`config.mk`:
```
export PLATFORM = sky130hd
export DESIGN_NAME = riscv_memreq_queue_flat
export DESIGN_NICKNAME = d
export VERILOG_FILES = /design/src/rtl/riscv_memreq_queue_if.sv /design/src/rtl/riscv_memreq_queue.sv /design/src/flat_wrapper.sv
export SDC_FILE = /design/constraint.sdc
export NUM_CORES = 1
export LEC_CHECK = 0
export BUFFER_PORTS_ARGS = -buffer_cell sky130_fd_sc_hd__buf_2
export CORE_ASPECT_RATIO = 0.9
export CORE_MARGIN = 1
export CORE_UTILIZATION = 51
export CTS_CLUSTER_SIZE = 24
export DETAILED_ROUTE_END_ITERATION = 16
export GPL_TIMING_DRIVEN = 0
export PLACE_DENSITY = 0.9
export SYNTH_ARGS = -nofsm -noshare
export SYNTH_HDL_FRONTEND = slang
export SYNTH_SLANG_ARGS = --single-unit
```
`constraint.sdc`:
```
create_clock -name clk_i -period 3.9 [get_ports clk_i]
set_input_delay 0.195 -clock clk_i [delete_from_list [all_inputs] [get_ports clk_i]]
set_output_delay 0.195 -clock clk_i [all_outputs]
set_load 0.05 [all_outputs]
```
`src/rtl/riscv_memreq_queue_if.sv`:
```
// Request-side and BIU-side handshake bundle for riscv_memreq_queue.
// The BIU transfer-size type is shared with the queue through riscv_memreq_pkg.
package riscv_memreq_pkg;
  typedef logic [2:0] biu_size_t;
endpackage

interface riscv_memreq_queue_if #(
  parameter int XLEN = 32,
  parameter int PLEN = XLEN
);
  import riscv_memreq_pkg::*;

  logic            flush_i;
  logic            req_i;
  logic [PLEN-1:0] adr_i;
  biu_size_t       size_i;
  logic            lock_i;
  logic            we_i;
  logic [XLEN-1:0] d_i;
  logic            stall_o;
  logic [XLEN-1:0] q_o;
  logic            ack_o;
  logic            err_o;

  logic            biu_stb_o;
  logic            biu_stb_ack_i;
  logic [PLEN-1:0] biu_adr_o;
  biu_size_t       biu_size_o;
  logic            biu_lock_o;
  logic            biu_we_o;
  logic [XLEN-1:0] biu_d_o;
  logic [XLEN-1:0] biu_q_i;
  logic            biu_ack_i;
  logic            biu_err_i;

  // Queue-side view.
  modport slave (
    input  flush_i, req_i, adr_i, size_i, lock_i, we_i, d_i,
    input  biu_stb_ack_i, biu_q_i, biu_ack_i, biu_err_i,
    output stall_o, q_o, ack_o, err_o,
    output biu_stb_o, biu_adr_o, biu_size_o, biu_lock_o, biu_we_o, biu_d_o
  );

  // Requester/BIU-side view.
  modport master (
    output flush_i, req_i, adr_i, size_i, lock_i, we_i, d_i,
    output biu_stb_ack_i, biu_q_i, biu_ack_i, biu_err_i,
    input  stall_o, q_o, ack_o, err_o,
    input  biu_stb_o, biu_adr_o, biu_size_o, biu_lock_o, biu_we_o, biu_d_o
  );
endinterface

```
`src/rtl/riscv_memreq_queue.sv`:
```
// In-order physical memory request queue between the MMU and the BIU, with flush.
// Optional feature: define RV_MEMQ_BYPASS_EN for a zero-latency path when the FIFO is empty.
module riscv_memreq_queue
  import riscv_memreq_pkg::*;
#(
  parameter int XLEN  = 32,
  parameter int PLEN  = XLEN,
  parameter int DEPTH = 2
) (
  input  logic                 clk_i,
  input  logic                 rst_ni,
  riscv_memreq_queue_if.slave  bus
);
  localparam int AW = $clog2(DEPTH);
  localparam int CW = AW + 1;

  typedef struct packed {
    logic [PLEN-1:0] adr;
    biu_size_t       size;
    logic            lock;
    logic            we;
    logic [XLEN-1:0] d;
  } entry_t;

  entry_t        mem [DEPTH];
  entry_t        req_ent;
  entry_t        head_ent;
  entry_t        biu_ent;

  logic [CW-1:0] rd_ptr;
  logic [CW-1:0] wr_ptr;
  logic [CW-1:0] queued;
  logic [CW-1:0] inflight;
  logic [CW-1:0] discard;

  logic          stall;
  logic          has_q;
  logic          push;
  logic          wr_en;
  logic          stb;
  logic          accept;
  logic          pop;
  logic          done;
  logic          rsp_vld_p0;

  assign req_ent  = {bus.adr_i, bus.size_i, bus.lock_i, bus.we_i, bus.d_i};
  assign head_ent = mem[rd_ptr[AW-1:0]];

  // Full is judged on registered counters only, so a same-cycle pop never frees a slot.
  assign stall = (queued + inflight) == CW'(DEPTH);
  assign has_q = (queued != '0);
  assign push  = bus.req_i && !stall && !bus.flush_i;

  // Responses arriving with nothing outstanding (e.g. after reset) are dropped.
  assign done       = (bus.biu_ack_i || bus.biu_err_i) && (inflight != '0);
  assign rsp_vld_p0 = done && (discard == '0) && !bus.flush_i;

`ifdef RV_MEMQ_BYPASS_EN
  logic byp_offer;
  logic byp_take;

  // Empty FIFO: offer the incoming request straight to the BIU; it lands in the FIFO only if not taken.
  assign byp_offer = !has_q && push && rst_ni;
  assign byp_take  = byp_offer && bus.biu_stb_ack_i;
  assign stb       = (has_q && !bus.flush_i) || byp_offer;
  assign biu_ent   = has_q ? head_ent : (byp_offer ? req_ent : '0);
  assign accept    = stb && bus.biu_stb_ack_i;
  assign pop       = accept && has_q;
  assign wr_en     = push && !byp_take;
`else
  assign stb     = has_q && !bus.flush_i;
  assign biu_ent = has_q ? head_ent : '0;
  assign accept  = stb && bus.biu_stb_ack_i;
  assign pop     = accept;
  assign wr_en   = push;
`endif

  assign bus.biu_stb_o  = stb;
  assign bus.biu_adr_o  = biu_ent.adr;
  assign bus.biu_size_o = biu_ent.size;
  assign bus.biu_lock_o = biu_ent.lock;
  assign bus.biu_we_o   = biu_ent.we;
  assign bus.biu_d_o    = biu_ent.d;
  assign bus.stall_o    = stall;

  // Storage stage: entry data is not reset, only the pointers that qualify it.
  always_ff @(posedge clk_i) begin
    if (wr_en) mem[wr_ptr[AW-1:0]] <= req_ent;
  end

  always_ff @(posedge clk_i or negedge rst_ni) begin
    if (!rst_ni) begin
      rd_ptr   <= '0;
      wr_ptr   <= '0;
      queued   <= '0;
      inflight <= '0;
      discard  <= '0;
    end else begin
      rd_ptr   <= rd_ptr + CW'(pop);
      inflight <= inflight + CW'(accept) - CW'(done);
      if (bus.flush_i) begin
        wr_ptr  <= rd_ptr;
        queued  <= '0;
        // Everything still outstanding after this cycle completes silently.
        discard <= inflight - CW'(done);
      end else begin
        wr_ptr <= wr_ptr + CW'(wr_en);
        queued <= queued + CW'(wr_en) - CW'(pop);
        if (done && (discard != '0)) discard <= discard - CW'(1);
      end
    end
  end

  // Response stage: one-cycle registered report of a BIU completion.
  always_ff @(posedge clk_i or negedge rst_ni) begin
    if (!rst_ni) begin
      bus.ack_o <= 1'b0;
      bus.err_o <= 1'b0;
      bus.q_o   <= '0;
    end else begin
      bus.ack_o <= rsp_vld_p0 && bus.biu_ack_i;
      bus.err_o <= rsp_vld_p0 && bus.biu_err_i;
      if (rsp_vld_p0) bus.q_o <= bus.biu_err_i ? '0 : bus.biu_q_i;
    end
  end

  ack_err_exclusive: assert property (
    @(posedge clk_i) disable iff (!rst_ni) !(bus.biu_ack_i && bus.biu_err_i));

  occupancy_bound: assert property (
    @(posedge clk_i) disable iff (!rst_ni) (queued + inflight) <= CW'(DEPTH));
endmodule

```
`src/flat_wrapper.sv`:
```
// flat-port wrapper written by rule: the top's interface ports become plain ports
module riscv_memreq_queue_flat import riscv_memreq_pkg::*;
#(
  parameter int XLEN  = 32,
  parameter int PLEN  = XLEN,
  parameter int DEPTH = 2
)
  (clk_i, rst_ni, bus_flush_i, bus_req_i, bus_adr_i, bus_size_i, bus_lock_i, bus_we_i, bus_d_i, bus_biu_stb_ack_i, bus_biu_q_i, bus_biu_ack_i, bus_biu_err_i, bus_stall_o, bus_q_o, bus_ack_o, bus_err_o, bus_biu_stb_o, bus_biu_adr_o, bus_biu_size_o, bus_biu_lock_o, bus_biu_we_o, bus_biu_d_o);
  riscv_memreq_queue_if #(.XLEN(XLEN), .PLEN(PLEN)) bus_i ();
  input  logic clk_i;
  input  logic rst_ni;
  input wire logic [$bits(bus_i.flush_i)-1:0] bus_flush_i;
  input wire logic [$bits(bus_i.req_i)-1:0] bus_req_i;
  input wire logic [$bits(bus_i.adr_i)-1:0] bus_adr_i;
  input wire logic [$bits(bus_i.size_i)-1:0] bus_size_i;
  input wire logic [$bits(bus_i.lock_i)-1:0] bus_lock_i;
  input wire logic [$bits(bus_i.we_i)-1:0] bus_we_i;
  input wire logic [$bits(bus_i.d_i)-1:0] bus_d_i;
  input wire logic [$bits(bus_i.biu_stb_ack_i)-1:0] bus_biu_stb_ack_i;
  input wire logic [$bits(bus_i.biu_q_i)-1:0] bus_biu_q_i;
  input wire logic [$bits(bus_i.biu_ack_i)-1:0] bus_biu_ack_i;
  input wire logic [$bits(bus_i.biu_err_i)-1:0] bus_biu_err_i;
  output wire logic [$bits(bus_i.stall_o)-1:0] bus_stall_o;
  output wire logic [$bits(bus_i.q_o)-1:0] bus_q_o;
  output wire logic [$bits(bus_i.ack_o)-1:0] bus_ack_o;
  output wire logic [$bits(bus_i.err_o)-1:0] bus_err_o;
  output wire logic [$bits(bus_i.biu_stb_o)-1:0] bus_biu_stb_o;
  output wire logic [$bits(bus_i.biu_adr_o)-1:0] bus_biu_adr_o;
  output wire logic [$bits(bus_i.biu_size_o)-1:0] bus_biu_size_o;
  output wire logic [$bits(bus_i.biu_lock_o)-1:0] bus_biu_lock_o;
  output wire logic [$bits(bus_i.biu_we_o)-1:0] bus_biu_we_o;
  output wire logic [$bits(bus_i.biu_d_o)-1:0] bus_biu_d_o;
  assign bus_i.flush_i = bus_flush_i;
  assign bus_i.req_i = bus_req_i;
  assign bus_i.adr_i = bus_adr_i;
  assign bus_i.size_i = bus_size_i;
  assign bus_i.lock_i = bus_lock_i;
  assign bus_i.we_i = bus_we_i;
  assign bus_i.d_i = bus_d_i;
  assign bus_i.biu_stb_ack_i = bus_biu_stb_ack_i;
  assign bus_i.biu_q_i = bus_biu_q_i;
  assign bus_i.biu_ack_i = bus_biu_ack_i;
  assign bus_i.biu_err_i = bus_biu_err_i;
  assign bus_stall_o = bus_i.stall_o;
  assign bus_q_o = bus_i.q_o;
  assign bus_ack_o = bus_i.ack_o;
  assign bus_err_o = bus_i.err_o;
  assign bus_biu_stb_o = bus_i.biu_stb_o;
  assign bus_biu_adr_o = bus_i.biu_adr_o;
  assign bus_biu_size_o = bus_i.biu_size_o;
  assign bus_biu_lock_o = bus_i.biu_lock_o;
  assign bus_biu_we_o = bus_i.biu_we_o;
  assign bus_biu_d_o = bus_i.biu_d_o;
  riscv_memreq_queue #(.XLEN(XLEN), .PLEN(PLEN), .DEPTH(DEPTH)) u_core (.clk_i(clk_i), .rst_ni(rst_ni), .bus(bus_i));
endmodule
```
==> results of run 1 <==
metal layers:
layer	share of wire, %	vias to the layer above	wire length [µm]	GRT usage, %
met5	0	-	0	0
met4	2.7	0	459	11.0
met3	8.4	45	1440	7.62
met2	51	278	8820	43.5
met1	38	2339	6530	26.8
li1	-	2224	-	-
path summary, 6_finish.rpt:
path | start | to | cells past startpoint
worst max register to register | u_core.inflight[0] | u_core.mem[0][52] | 6
max in group asynchronous | rst_ni | u_core.bus.q_o[15] | 2
worst max-delay path | u_core.queued[0] | bus_biu_adr_o[13] | 4
worst min register to register | u_core.bus.q_o[6] | u_core.bus.q_o[6] | 1
worst min-delay path | bus_biu_ack_i | u_core.bus.ack_o | 2
min in group asynchronous | rst_ni | u_core.bus.q_o[13] | 2
kinds of logic after synthesis:
logic type	synth area share, %
multiplexers	14.8
XOR/XNOR	0.802
flip-flops	72.4
AO/OA/AOI/OAI	0.855
adder cells (fa/ha/maj)	1.05
AND/OR/NAND/NOR	7.90
buffers and inverters	2.16
sequential cells by signal, indices dropped and copies added (netlist names):
signal            flops
u_core.rd_ptr         1
u_core.bus.ack_o      1
u_core.bus.err_o      1
u_core.queued         2
u_core.discard        2
u_core.bus.q_o       32
u_core.wr_ptr         1
u_core.mem          138
u_core.inflight       2
per-stage QoR:
step	hold slack (ns)	power (mW)
4_1_cts	0.000370	6.94
2_1_floorplan	-0.101	4.68
5_1_grt	0.0145	7.23
3_3_place_gp	0.345	5.23
3_5_place_dp	0.371	5.33
6_report	0.0159	6.95
layout by cell type (no fill, tap or decap), types with 2 or more instances in the layout:
cell type,instances
inv_1,9
buf_2,218
mux2i_1,70
edfxtp_1,138
nor2_1,73
xnor2_1,4
buf_12,2
and2b_2,3
clkinvlp_4,2
clkinv_4,2
nor3_1,2
buf_6,4
inv_6,5
o21ai_0,3
nor2b_1,31
nand2b_1,2
clkinv_2,2
and2_1,2
dlygate4sd3_1,71
dfrtp_1,42
a21oi_1,2
ha_1,4
clkbuf_1,13
mux2_2,32
ha_4,2
nand2_1,2
clkbuf_16,17
timing repair:
item | CTS | global route
setup buffers | 0 | 0
hold buffers | 71 | 0
endpoints found under the hold margin | 182 | 0
layout make-up:
cell class / instances / area [µm²] / area share, %
Sequential cell: 180 / 5190 / 53.3
Multi-Input combinational cell: 240 / 1850 / 18.9
Timing Repair Buffer: 284 / 1810 / 18.5
Clock buffer: 19 / 433 / 4.44
Tap cell: 168 / 210 / 2.16
Buffer: 22 / 121 / 1.25
Clock inverter: 12 / 97.6 / 1.00
Inverter: 9 / 33.8 / 0.347
Antenna cell: 1 / 2.50 / 0.0257
power groups by stage:
stage	combinational, mW	sequential (mW)	clock, mW
after detailed placement	2.65	2.68	0
after global placement	2.56	2.67	0
after global routing	2.87	2.69	1.67
after floorplan	1.44	3.24	0
final	2.73	2.65	1.57
after CTS	2.72	2.64	1.58
==> flow_summary.toml, run 1 <==
[run_status]
status = "complete, no violations"

[worst_setup_path]
worstSetupPathType = "register to output pin"
crit_path_max_fanout = 10
crit_path_frequent_cell = "nor2_1"
r2r_slack_ns = 1.20
cp-start-kind = "register"
crit_required_ns = 3.70
path_delay_family = "simple AND/OR/NAND/NOR gates"
worst_setup_path_end_kind = "output pin"
crit_chain = "nor2_1 -> clkbuf_1 -> nor2_1 -> buf_2"
path_buf_inv = 2
crit_slowest_cell = "nor2_1"
cpPeakStageDelay_ns = 0.73
cp.arrival_ns = 2.53

[sta]
finalHoldViolations = 0
final.setup_skew_ns = 0.0125
setup_slack_ns = 1.17
fin_crit_ns = 2.73
tightest_slew_ns = 0.923
min_period_over_period_pct = 70.0
relSlewSlack_pct = 38.3
setup_tns_ns = 0
fmax_ghz = 0.366
rsz0062_at_grt = "no"
slew_violations = 0
finalSetupViolations = 0

[job]
max_cap_viol_count = 0

[route]
antenna_left = 0
drtIter0Drc = 241
drc = 0
drt_first_pass_iters = 5
drt_wl_total_um = 17200
routed_via_density = 5.23
drt-wirelength-per-cell_um = 18.4
via_count = 4886

[pwr]
swShare_pct = 40.2
ir_worst_vdd_uv = 449
internal_power_mw = 4.16
clkPwrFrac_pct = 22.5
switchingPower_mw = 2.79
pwr-share-seq_pct = 38.2
p_comb_share_pct = 39.3
p_leak_nw = 4.35
pwr_density_cell_nw_per_um2 = 713

[floorplanning]
start_util_pct = 53.1
die_x_um = 127
pin_count = 213
die_area_um2 = 14500
core-area_um2 = 13500
die_h_um = 115
rows = 40

[synthesis]
ys.flop_type = "edfxtp_1"
synthArstFlopShare_pct = 23.3
synth_top_area_share_pct = 57.8
synth.cells.most_frequent = "edfxtp_1 (138), nor2_1 (73), mux2i_1 (70)"
synth_area_um2 = 7170
synth_nets = 565
avgSynthCellArea_um2 = 15.9
synth_edf_count = 138
yosys.cell_count.top_type = "edfxtp_1"
synth.largest_area_cell = "edfxtp_1"
ys_top_cells_by_area = "edfxtp_1 (58%), dfrtp_1 (15%), mux2i_1 (9.8%)"
yosys_warnings = 0
synth.distinct_cells = 27
ys_ff_latch = 180
syn_inst = 451
ys_seq_area_share_pct = 72.4

[finish]
fin_cells = 935
areaGrowthSynthToFinish_pct = 35.9
nets = 868
nFillCells = 835
drive_above_1_share_pct = 38.1
final_area_um2 = 9750
post-route-util_pct = 72.1

[cts]
tritoncts = "built"
htree_num_levels = 4
cts_num_sinks = 180
cts-root-buf = "clkbuf_16"
cts_made_buffers = 17
cts_max_path_buffers = 2
cts.clk_slew.worst_paths_ns = 0.06
cts_resized = 0
clkLatencyLatePin_ns = 0.43

[global_routing]
antenna_found_initial = 0
grt_max_degree = 43
gr-total-overflow = 0
first_global_vias = 5125
grt_first_pass_wirelength_um = 26100
grt_util_all_layers_pct = 24.4

[placement]
routabilityCongestion = 0.799
io_buffers = 211
dp_hpwl_um = 10200
placed_area_um2 = 8500
dp_cells = 832
preCtsSetupSlack_ns = 1.17

[worst_hold_path]
holdCritPathClass = "input port to register"
No activity file was read; power rests on OpenSTA's default activity.
==> run 2, diff against run 1 <==
- clock period: 3.9 -> 2.6 ns (I/O delays scaled with it)
==> flow_summary.toml, run 2 (synthesized netlist as in run 1, its figures left out) <==
[cts]
cts_made_buffers = 17
cts-root-buf = "clkbuf_16"
clkLatencyLatePin_ns = 0.43
cts_max_path_buffers = 2
tritoncts = "built"
cts_num_sinks = 180
cts.clk_slew.worst_paths_ns = 0.07
htree_num_levels = 4

[placement]
preCtsSetupSlack_ns = -0.110
io_buffers = 211
dp_cells = 832
dp_hpwl_um = 10100
routabilityCongestion = 0.752

[route]
drt-wirelength-per-cell_um = 18.5
antenna_left = 0
via_count = 4816
drtIter0Drc = 274
drt_first_pass_iters = 4
drt_wl_total_um = 17400
routed_via_density = 5.13
drc = 0

[finish]
final_common_cell = "buf_2"
drive_above_1_share_pct = 38.5
mostFrequentLayoutCells = "buf_2 (218), edfxtp_1 (138), nor2_1 (72), dlygate4sd3_1 (72), mux2i_1 (70)"
largest_reg_flops = 138
areaGrowthSynthToFinish_pct = 37.0
fin_cells = 938
nets = 870
post-route-util_pct = 72.7

[sta]
finalHoldViolations = 0
slew_violations = 0
final.setup_skew_ns = 0.0101
fmax_ghz = 0.410
setup_slack_ns = 0.161
finalSetupViolations = 0
fin_crit_ns = 2.44
hold_ws_ns = 0.0632
tightest_slew_ns = 0.930
min_period_over_period_pct = 93.8
relSlewSlack_pct = 38.0

[worst_setup_path]
crit_chain = "ha_1 -> xnor3_1 -> nor2_1 -> nor3b_2 -> ha_4 -> buf_12"
crit_path_max_fanout = 36
reg2regPathDepth = 6
crit_slowest_cell = "ha_4"
path_delay_family = "adder cells"
worst_setup_path_end_kind = "register"
path_buf_inv = 1
crit_required_ns = 2.72
cp.arrival_ns = 2.56
cp-start-kind = "register"
cpPeakStageDelay_ns = 0.53
worstSetupPathType = "register to register"
cp.depth = 6

[floorplanning]
core-area_um2 = 13500
pin_count = 213
start_util_pct = 53.1
die_h_um = 115
die_area_um2 = 14500
die_x_um = 127
rows = 40

[pwr]
ir_worst_vdd_uv = 683
switchingPower_mw = 4.22
pwr-share-seq_pct = 37.6
p_leak_nw = 4.39
pwr_density_cell_nw_per_um2 = 1080
internal_power_mw = 6.37
totalPowerFinal_mw = 10.6
p_comb_share_pct = 38.9
swShare_pct = 39.9
clkPwrFrac_pct = 23.5

[global_routing]
grt_max_degree = 43
first_global_vias = 5085
grt_first_pass_wirelength_um = 26000
gr-total-overflow = 0
grt_util_all_layers_pct = 24.3
antenna_found_initial = 1

[worst_hold_path]
holdCritPathClass = "input port to register"
hold_depth = 3

[run_status]
status = "complete, no violations"

[job]
max_cap_viol_count = 0
==> run 2: timing repair <==
| item | CTS | global route |
|---|---|---|
| pin swaps | 0 | 1 |
| hold buffers | 72 | 0 |
| setup endpoints to repair | 73 | 11 |
| endpoints found under the hold margin | 184 | 0 |
| resized for setup | 2 | 0 |
| setup buffers | 0 | 1 |
==> run 2: layout make-up <==
| cell class | count | area [µm²] |
|---|---|---|
| Antenna cell | 1 | 2.50 |
| Clock buffer | 18 | 429 |
| Timing Repair Buffer | 286 | 1840 |
| Sequential cell | 180 | 5190 |
| Inverter | 9 | 33.8 |
| Buffer | 22 | 121 |
| Multi-Input combinational cell | 240 | 1850 |
| Fill cell | 830 | 3680 |
| Clock inverter | 14 | 138 |
| Tap cell | 168 | 210 |
==> run 2: final timing paths <==
kind | start | end | slack (ns)
worst min register to register | u_core.bus.q_o[1] | u_core.bus.q_o[1] | 0.50
max in group asynchronous | rst_ni | u_core.bus.q_o[25] | 1.63
worst min-delay path | bus_biu_q_i[13] | u_core.bus.q_o[13] | 0.06
min in group asynchronous | rst_ni | u_core.bus.q_o[12] | 0.39
worst max register to register | u_core.queued[0] | u_core.mem[1][27] | 0.16
worst max-delay path | u_core.queued[0] | u_core.mem[1][27] | 0.16
==> run 2: stage by stage <==
stage	setup TNS [ns]	instance area, µm²
5_1_grt	-0.000792	9830
2_1_floorplan	-29.58	7180
3_5_place_dp	-7.70	8500
3_3_place_gp	-67.63	8440
6_report	0	9830
4_1_cts	0	9800
==> run 2: worst register-to-register path, cell delays in order, from the launching register on <==
cell and delay [ns]:
dfrtp_1 0.43, ha_1 0.20, xnor3_1 0.19, nor2_1 0.06
nor3b_2 0.40, ha_4 0.53, buf_12 0.29
==> run 2: power groups by stage <==
stage          clock network (mW)  logic, mW  registers [mW]
4_1_cts                      2.51       4.08            3.97
2_1_floorplan                   0       2.17            4.84
3_5_place_dp                    0       3.97            4.02
5_1_grt                      2.64       4.32            4.03
3_3_place_gp                    0       3.83            3.99
6_report                     2.49       4.11            3.98
==> run 2: layer usage <==
| metal | global-route usage, % | wire length [µm] | up-vias |
|---|---|---|---|
| met5 | 0 | 0 | - |
| met2 | 44.2 | 8930 | 247 |
| met1 | 26.6 | 6670 | 2293 |
| li1 | - | - | 2236 |
| met3 | 7.01 | 1320 | 40 |
| met4 | 10.2 | 440 | 0 |
